$ cat config.mk
export PLATFORM = sky130hd
export DESIGN_NAME = param_stopwatch
export DESIGN_NICKNAME = d
export VERILOG_FILES = /design/src/rtl/param_stopwatch.sv
export SDC_FILE = /design/constraint.sdc
export NUM_CORES = 1
export LEC_CHECK = 0
export ABC_AREA = 1
export CORE_MARGIN = 1
export CORE_UTILIZATION = 55
export CTS_BUF_LIST = sky130_fd_sc_hd__clkbuf_16
export CTS_CLUSTER_SIZE = 20
export DETAILED_ROUTE_END_ITERATION = 8
export GPL_TIMING_DRIVEN = 0
export HOLD_SLACK_MARGIN = 0.06
export PLACE_DENSITY = 0.79
export SYNTH_ARGS = -nofsm -noshare
export SYNTH_HDL_FRONTEND = slang
export SYNTH_SLANG_ARGS = --single-unit
export TNS_END_PERCENT = 10
$ cat constraint.sdc
create_clock -name clk -period 2 [get_ports clk]
set_input_delay 0.3 -clock clk [delete_from_list [all_inputs] [get_ports clk]]
set_output_delay 0.3 -clock clk [all_outputs]
set_load 0.02 [all_outputs]
$ cat src/rtl/param_stopwatch.sv
// BCD stopwatch / countdown timer with a DVSR-cycle tenths prescaler and IDLE/RUN/DONE control.
// Optional lap capture register enabled by defining PARAM_STOPWATCH_LAP_EN.
module param_stopwatch #(
    parameter int DVSR   = 10000000,
    parameter int DIGITS = 4
) (
    input  logic                clk,
    input  logic                reset,
    input  logic                go,
    input  logic                clr,
    input  logic                up,
    input  logic                load,
    input  logic [4*DIGITS-1:0] load_val,
`ifdef PARAM_STOPWATCH_LAP_EN
    input  logic                lap,
    output logic [4*DIGITS-1:0] lap_bcd,
`endif
    output logic [4*DIGITS-1:0] bcd,
    output logic                running,
    output logic                expired,
    output logic                done_tick,
    output logic                wrap_tick
);

    // state | meaning
    // IDLE  | stopped, prescaler holds, waiting for go
    // RUN   | prescaler counting, digits update on each tick
    // DONE  | countdown reached zero, held until clr/load/reset
    typedef enum logic [1:0] {IDLE, RUN, DONE} state_t;

    localparam int W  = 4 * DIGITS;
    localparam int PW = (DVSR > 1) ? $clog2(DVSR) : 1;
    localparam logic [PW-1:0] PRESC_LAST = PW'(DVSR - 1);

    state_t          state, next_state;
    logic [PW-1:0]   presc, next_presc;
    logic [W-1:0]    digits, next_digits;
    logic            next_done, next_wrap;

    logic [W-1:0]    inc_val, dec_val, sat_val;
    logic            all_max, all_zero;

    function automatic logic [3:0] digit_mod(input int k);
        return (k == 2 || k == 4) ? 4'd6 : 4'd10;
    endfunction

    // Ripple carry/borrow: a digit moves only while every lower digit is at its limit.
    always_comb begin
        inc_val  = digits;
        dec_val  = digits;
        sat_val  = '0;
        all_max  = 1'b1;
        all_zero = 1'b1;
        for (int k = 0; k < DIGITS; k++) begin
            if (all_max)
                inc_val[4*k +: 4] = (digits[4*k +: 4] == digit_mod(k) - 4'd1)
                                    ? 4'd0 : digits[4*k +: 4] + 4'd1;
            if (all_zero)
                dec_val[4*k +: 4] = (digits[4*k +: 4] == 4'd0)
                                    ? digit_mod(k) - 4'd1 : digits[4*k +: 4] - 4'd1;
            all_max  = all_max  & (digits[4*k +: 4] == digit_mod(k) - 4'd1);
            all_zero = all_zero & (digits[4*k +: 4] == 4'd0);
            sat_val[4*k +: 4] = (load_val[4*k +: 4] >= digit_mod(k))
                                ? digit_mod(k) - 4'd1 : load_val[4*k +: 4];
        end
    end

    // The prescaler advances in the cycle go is accepted, so the first tick
    // lands exactly DVSR cycles after go is first sampled high.
    always_comb begin
        next_state  = state;
        next_presc  = presc;
        next_digits = digits;
        next_done   = 1'b0;
        next_wrap   = 1'b0;
        if (clr) begin
            next_state  = IDLE;
            next_presc  = '0;
            next_digits = '0;
        end else if (load) begin
            next_state  = IDLE;
            next_presc  = '0;
            next_digits = sat_val;
        end else begin
            case (state)
                IDLE, RUN: begin
                    if (!go) begin
                        next_state = IDLE;
                    end else begin
                        next_state = RUN;
                        if (presc == PRESC_LAST) begin
                            next_presc = '0;
                            if (up) begin
                                next_digits = inc_val;
                                next_wrap   = all_max;
                            end else if (all_zero) begin
                                next_state = DONE;
                                next_done  = 1'b1;
                            end else begin
                                next_digits = dec_val;
                                if (dec_val == '0) begin
                                    next_state = DONE;
                                    next_done  = 1'b1;
                                end
                            end
                        end else begin
                            next_presc = presc + 1'b1;
                        end
                    end
                end
                DONE: next_state = DONE;
                default: next_state = IDLE;
            endcase
        end
    end

    always_ff @(posedge clk or posedge reset) begin
        if (reset) begin
            state     <= IDLE;
            presc     <= '0;
            digits    <= '0;
            done_tick <= 1'b0;
            wrap_tick <= 1'b0;
            running   <= 1'b0;
            expired   <= 1'b0;
        end else begin
            state     <= next_state;
            presc     <= next_presc;
            digits    <= next_digits;
            done_tick <= next_done;
            wrap_tick <= next_wrap;
            running   <= (next_state == RUN);
            expired   <= (next_state == DONE);
        end
    end

    assign bcd = digits;

`ifdef PARAM_STOPWATCH_LAP_EN
    always_ff @(posedge clk or posedge reset) begin
        if (reset)
            lap_bcd <= '0;
        else if (clr)
            lap_bcd <= '0;
        else if (lap)
            lap_bcd <= digits;
    end
`endif

endmodule

; ---- Yosys cells after proc, flatten, opt, wreduce, memory -nomap -nowiden
; Index checks and enable logic that the tools add are counted.
[classes]
n_addsub = 9
n_lt_le_gt_ge = 4
eq_ne = 13
n_mux = 52
bitwise = 6
n_reduce_logical = 15
[op_table]
columns = cell, n
row1 = $mux 24, 5
row2 = $mux 16, 7
row3 = $mux 4, 18
row4 = $add 24x1->24 const B, 1
row5 = $eq 24x24->1 const B, 1
row6 = $add 4x1->4 const B, 4
row7 = $logic_not 16->1, 1
row8 = $logic_not 4->1, 4
row9 = $sub 4x1->4 const B, 4
row10 = $reduce_and 5->1, 3
row11 = $mux 1, 14
row12 = $mux 2, 7
row13 = $eq 4x4->1 const B, 3
row14 = $ge 4x4->1 const B, 3
row15 = $ne 4x2->1 const B, 3
row16 = $reduce_bool 3->1, 3
row17 = $and 1x1->1, 6
row18 = $eq 2x1->1 const B, 2
row19 = $eq 2x2->1 const B, 2
row20 = $eq 4x3->1 const B, 1
row21 = $ge 4x3->1 const B, 1
row22 = $ne 4x4->1 const B, 1
row23 = $pmux 2 s2, 1
row24 = $reduce_and 4->1, 1
row25 = other kinds (3), 3
[word_totals]
reg_bits = 46
input_bits = 22
output_inout_bits = 20
word_cells = 109

; ---- Logic depth before layout (Yosys ltp)
; Gate-level depths: netlist of run 1.
[logic_depth]
depth_word = 14
ltp_mapped = 14
mapped_depth_nobuf = 14

; ---- Least setup slack after synthesis of run 1
; OpenSTA, ideal clock, no wires.
[synth_path]
path_kind = register to register
from = register digits[0] (netlist: bcd[0])
to = register expired
setup_time_ps = 66
t_arrival_ps = 1853
required_time_ps = 1934
slack_ps = 82
path_stages_with_launch = 15
n_path_buf = 0
synth_period_minus_slack_ps = 1918
path_cell_list = dfrtp_1 -> inv_1 -> ha_1 -> nand2_1 -> nor2_2 -> nand2_1 -> nand2_1 -> nand2_1 -> nor2_1 -> nand3_1 -> nor2_1 -> nand2_1 -> nand2_2 -> nand3_2 -> nand2_1
[synth_between]
elab_chain_cells = 14
word_cells_on_any_way = 19
classes_between = add/sub: 1 / eq/ne: 1 / mux: 12 / bitwise: 3 / reduce/logical: 2
[synth_lines]
columns = element, line_no
row1 = from (decl), 37  ; logic [W-1:0] digits, next_digits;
row2 = from (signal assigned), 129  ; digits <= next_digits;
row3 = "parallel branches: the longest is 6 deep, another holds $sub 4x1->4", -
row4 = $mux 2 (*), 96  ; end else if (all_zero) begin
row5 = $mux 2 (*), 93  ; if (up) begin
row6 = $mux 2 (*), 91  ; if (presc == PRESC_LAST) begin
row7 = $mux 2 (*), 87  ; if (!go) begin
row8 = $pmux 2 s2 (*), 85  ; case (state)
row9 = $mux 2 (*), 80  ; end else if (load) begin
row10 = $mux 2 (*), 76  ; if (clr) begin
row11 = $eq 2x2->1 (*), 133  ; expired <= (next_state == DONE);
row12 = to (signal assigned), 133
row13 = to (decl), 20  ; output logic expired,
; Every way passes the cells marked *.
; A chain may end at the register's enable or synchronous reset.

; ---- Final worst setup path of run 1
[layout_path]
from = register digits[4] (netlist: bcd[4])
to = register digits[15] (netlist: bcd[15])
[layout_between]
elab_chain_cells = 11
word_cells_on_any_way = 18
classes_between = eq/ne: 3 / mux: 8 / bitwise: 5 / reduce/logical: 2
[layout_lines]
columns = element, line_no
row1 = $logic_not 4->1, 62  ; all_zero = all_zero & (digits[4*k +: 4] == 4'd0);
row2 = $and 1x1->1 (2 in series), 62
row3 = $mux 4, 58  ; if (all_zero)
row4 = $mux 16, 96
row5 = $mux 16, 93
row6 = $mux 16, 91
row7 = $mux 16, 87
row8 = $mux 16, 85
row9 = $mux 16, 80
row10 = $mux 16, 76
; Several ways; a longest one is shown, not always the timed one. The select of a mux whose other input is x is not followed.

==> impl_metrics.json, run 1 <==
{
  "fin_crit_ns": 1.99,
  "boundaryPins": 42,
  "fmax_mhz": 503,
  "syn_inst": 504,
  "antennaDiodeCount": 0,
  "cts_tree": "done",
  "synth_cell_type_count": 37,
  "p_int_mw": 2.02,
  "max_slew_margin_pct": 58.5,
  "synth-seq-cells": 46,
  "cp_max_fo": 5,
  "cp_cell_sequence": "inv_4 > ha_4 > nand3_4 > nor2_4 > nand2_4 > inv_2 > nand2_1 > nand2_1 > nand2_1 > o21ai_0 > nand2_1 > nand3_1 > nand2_1",
  "fin_nets": 611,
  "dieArea_sq_mm": 0.00672,
  "run_status": "finished, final reports clean",
  "start_util_pct": 58.0,
  "rows": 28,
  "finalCritPeriodShare_pct": 99.5,
  "postRouteAntennaNets": 0,
  "p_seq_share_pct": 33.8,
  "finalSetupViolCount": 0,
  "rsz0062_at_grt": "true",
  "cts.htree.levels": 2,
  "worstSetupPathType": "reg -> reg",
  "r2r_slack_ns": 0.01,
  "dieHeight_um": 82.0,
  "dpl.cell_count": 619,
  "vias_per_cell": 5.98,
  "pwr-share-clk_pct": 31.3,
  "layoutNonFillerInstCount": 651,
  "clock_sinks": 46,
  "dp_slack_ns": -0.490,
  "start_kind": "flop",
  "power_density_mw_per_mm2": 684,
  "arrival_ns": 2.17,
  "setup_ws_ns": 0.0100,
  "drtIter0Drc": 306,
  "ys_seq_area_share_pct": 32.7,
  "core_area_sq_mm": 0.00606,
  "route.vias.total": 3895,
  "port_buffers": 39,
  "yosysTopAreaCell": "dfrtp_1",
  "p_comb_share_pct": 34.8,
  "hpwl_um": 7020,
  "cts.clk_slew.worst_paths_ns": 0.07,
  "finClkSkew_ns": 0.00856,
  "ys.flop_type": "dfrtp_1",
  "clockBufferDepth": 2,
  "grt_pass1_wl_um": 15600,
  "die_w_um": 82.0,
  "wl_um": 10500,
  "gp_congestion": 0.952,
  "switchingPower_mw": 1.08,
  "ys_async_sr_fraction_pct": 100,
  "cts_root_buffer": "clkbuf_16",
  "ys_warn_count": 0,
  "synth_common_cells": "nand2_1 (105), nor2_1 (64), nand3_1 (58), dfrtp_1 (46), inv_1 (45)",
  "postSynthNetCount": 540,
  "synth_top_area_share_pct": 32.7,
  "antenna_found_initial": 0,
  "dr.pass1.iters": 6,
  "syn_area_per_cell_sq_um": 6.98,
  "maxCapViolCount": 0,
  "slowest_delay_ns": 0.44,
  "ir_worst_vdd_mv": 0.594,
  "worstSkewPairLatency_ns": 0.29,
  "grt_max_degree": 39,
  "area_delta_synth_final_pct": 29.1,
  "netlist_area_sq_mm": 0.00352,
  "worstMarginPinSlew_ns": 0.623,
  "worst_path_max_delay_cell": "dfrtp_2",
  "grt_pass1_vias": 3367,
  "crit_path_frequent_cell": "nand2_1",
  "layout-drive-gt1-share_pct": 19.3,
  "final_core_util_pct": 74.9,
  "grt_overflow": 0,
  "endpoint_kind": "flop",
  "remaining_drc_errors": 0,
  "synth_edf_count": 0,
  "swShare_pct": 34.9,
  "grtUsageTotal_pct": 30.4,
  "min_path_type": "in -> async",
  "leakagePower_nw": 2.01,
  "synthTopCellsByArea": "dfrtp_1 (33%), nand2_1 (11%), nand3_1 (8.3%)",
  "ctsHoldBuffers": 0,
  "layout.filler_cells": 483,
  "numCtsBuffers": 5,
  "slew_violations": 0,
  "yosysMostFrequentCell": "nand2_1",
  "required_ns": 2.18,
  "hold_viol": 0,
  "wire_per_inst_um": 16.1
}
==> per-stage QoR <==
stage / TNS [ns] / instance area, sq um / total power, mW / hold slack [ns]
3_5_place_dp: -17.12 / 4020 / 1.91 / 0.520
2_1_floorplan: 0 / 3520 / 1.62 / 0.468
6_report: 0 / 4540 / 3.11 / 0.260
5_1_grt: -1.09 / 4540 / 3.24 / 0.300
3_3_place_gp: -31.03 / 4000 / 1.89 / 0.500
4_1_cts: 0 / 4220 / 2.89 / 0.267
==> cell usage in the layout (no fill, tap or decap), drive strengths merged, types with 2 or more instances in the layout <==
master         netlist  final
a21oi               26     26
a31oi                5      5
buf                  9     34
clkbuf               3      8
clkdlybuf4s50        0     38
dfrtp               46     46
ha                  14     14
inv                 52     53
nand2              111    111
nand3               63     63
nand3b               4      4
nand4                9      9
nor2                73     73
nor3                23     23
nor3b                2      2
o211ai               4      4
o21ai               31     31
o311ai               2      2
o31ai                2      2
or2                  3      3
xnor2                5      5
xor2                12     12
==> flip-flops by register name (all words and copies together), names as in the netlist <==
name	flops
wrap_tick	1
running	1
expired	1
bcd	16
state	2
done_tick	1
presc	24
==> power by group through the flow <==
| stage | clock, mW | sequential (mW) | combinational (mW) |
|---|---|---|---|
| floorplan | 0 | 1.11 | 0.510 |
| global placement | 0 | 1.07 | 0.812 |
| detailed placement | 0 | 1.08 | 0.831 |
| CTS | 0.978 | 1.06 | 0.854 |
| global route | 1.01 | 1.06 | 1.17 |
| finish | 0.974 | 1.05 | 1.08 |
==> per-layer routing <==
metal  share of wire, %  track usage, %  vias to the layer above  wire [um]
li1                   -               -                     1827          -
met4                1.6            9.82                        0        169
met3                9.1            5.22                       19        950
met2                 45            45.2                      236       4690
met5                  0               0                        -          0
met1                 44            44.3                     1813       4650
==> worst paths after layout <==
kind                                from         to  cells after the start
worst max register to register    bcd[4]    bcd[15]                     13
min in group clk                    load  presc[22]                      4
worst min-delay path               reset    bcd[11]                      2
worst min register to register  state[0]    expired                      2
max in group asynchronous          reset     bcd[2]                      3
worst max-delay path              bcd[4]    bcd[15]                     13
==> cells by family (layout without fill, tap and decap cells) <==
logic type	after synthesis	after routing	share of synthesized area [%]
flip-flops	46	46	32.7
adder cells (fa/ha/maj)	14	14	4.98
XOR/XNOR	17	17	4.23
AND/OR/NAND/NOR	290	290	38.7
AO/OA/AOI/OAI	73	73	11.5
buffers and inverters	64	136	7.83
==> final cells by class <==
cell class	instances	area, sq um	share of cell area, %
Timing Repair Buffer	64	589	13.0
Sequential cell	46	1160	25.5
Clock inverter	3	43.8	0.964
Tap cell	75	93.8	2.07
Buffer	12	77.6	1.71
Inverter	52	205	4.52
Clock buffer	5	125	2.76
Multi-Input combinational cell	394	2250	49.5
==> what timing repair did <==
action,4_1_cts,5_1_grt
setup endpoints to repair,40,34
hold endpoints to repair,0,0
pin swaps,0,21
gates cloned,0,1
buffers inserted,0,23
gates resized for setup,14,39
==> worst max-delay path: cells and delay by family, from the launching register on <==
family                     cells  cell delay [ns]
adders and majority gates      1             0.16
AOI/OAI and AO/OA              1             0.26
and+or+nand+nor                9             0.86
DFF                            1             0.44
buffers and inverters          2             0.16
(Power assumes the default switching activity.)
==> inputs of run 2 (changes only) <==
--- a/config.mk
+++ b/config.mk
@@ -6,6 +6,7 @@
 export NUM_CORES = 1
 export LEC_CHECK = 0
 export ABC_AREA = 1
+export CAP_MARGIN = 10
 export CORE_MARGIN = 1
 export CORE_UTILIZATION = 55
 export CTS_BUF_LIST = sky130_fd_sc_hd__clkbuf_16
==> results of run 2 <==
Same layout as run 1: the final DEF is identical, and so are final timing and power.
==> inputs of run 3 (changes only) <==
--- a/config.mk
+++ b/config.mk
@@ -7,7 +7,6 @@
 export LEC_CHECK = 0
 export ABC_AREA = 1
 export CAP_MARGIN = 10
-export CORE_MARGIN = 1
 export CORE_UTILIZATION = 55
 export CTS_BUF_LIST = sky130_fd_sc_hd__clkbuf_16
 export CTS_CLUSTER_SIZE = 20
==> constraint.sdc (replaced) <==
create_clock -name clk -period 2 [get_ports clk]
set_input_delay 0.3 -clock clk [delete_from_list [all_inputs] [get_ports clk]]
set_output_delay 0.3 -clock clk [all_outputs]
set_load 0.005 [all_outputs]
==> results of run 3 <==
Same layout as run 1 (identical final DEF). Status: finished, final reports clean.
Among the figures that moved: total power 3.11 mW -> 3.05 mW; worst IR drop on VDD 0.594 mV -> 0.565 mV
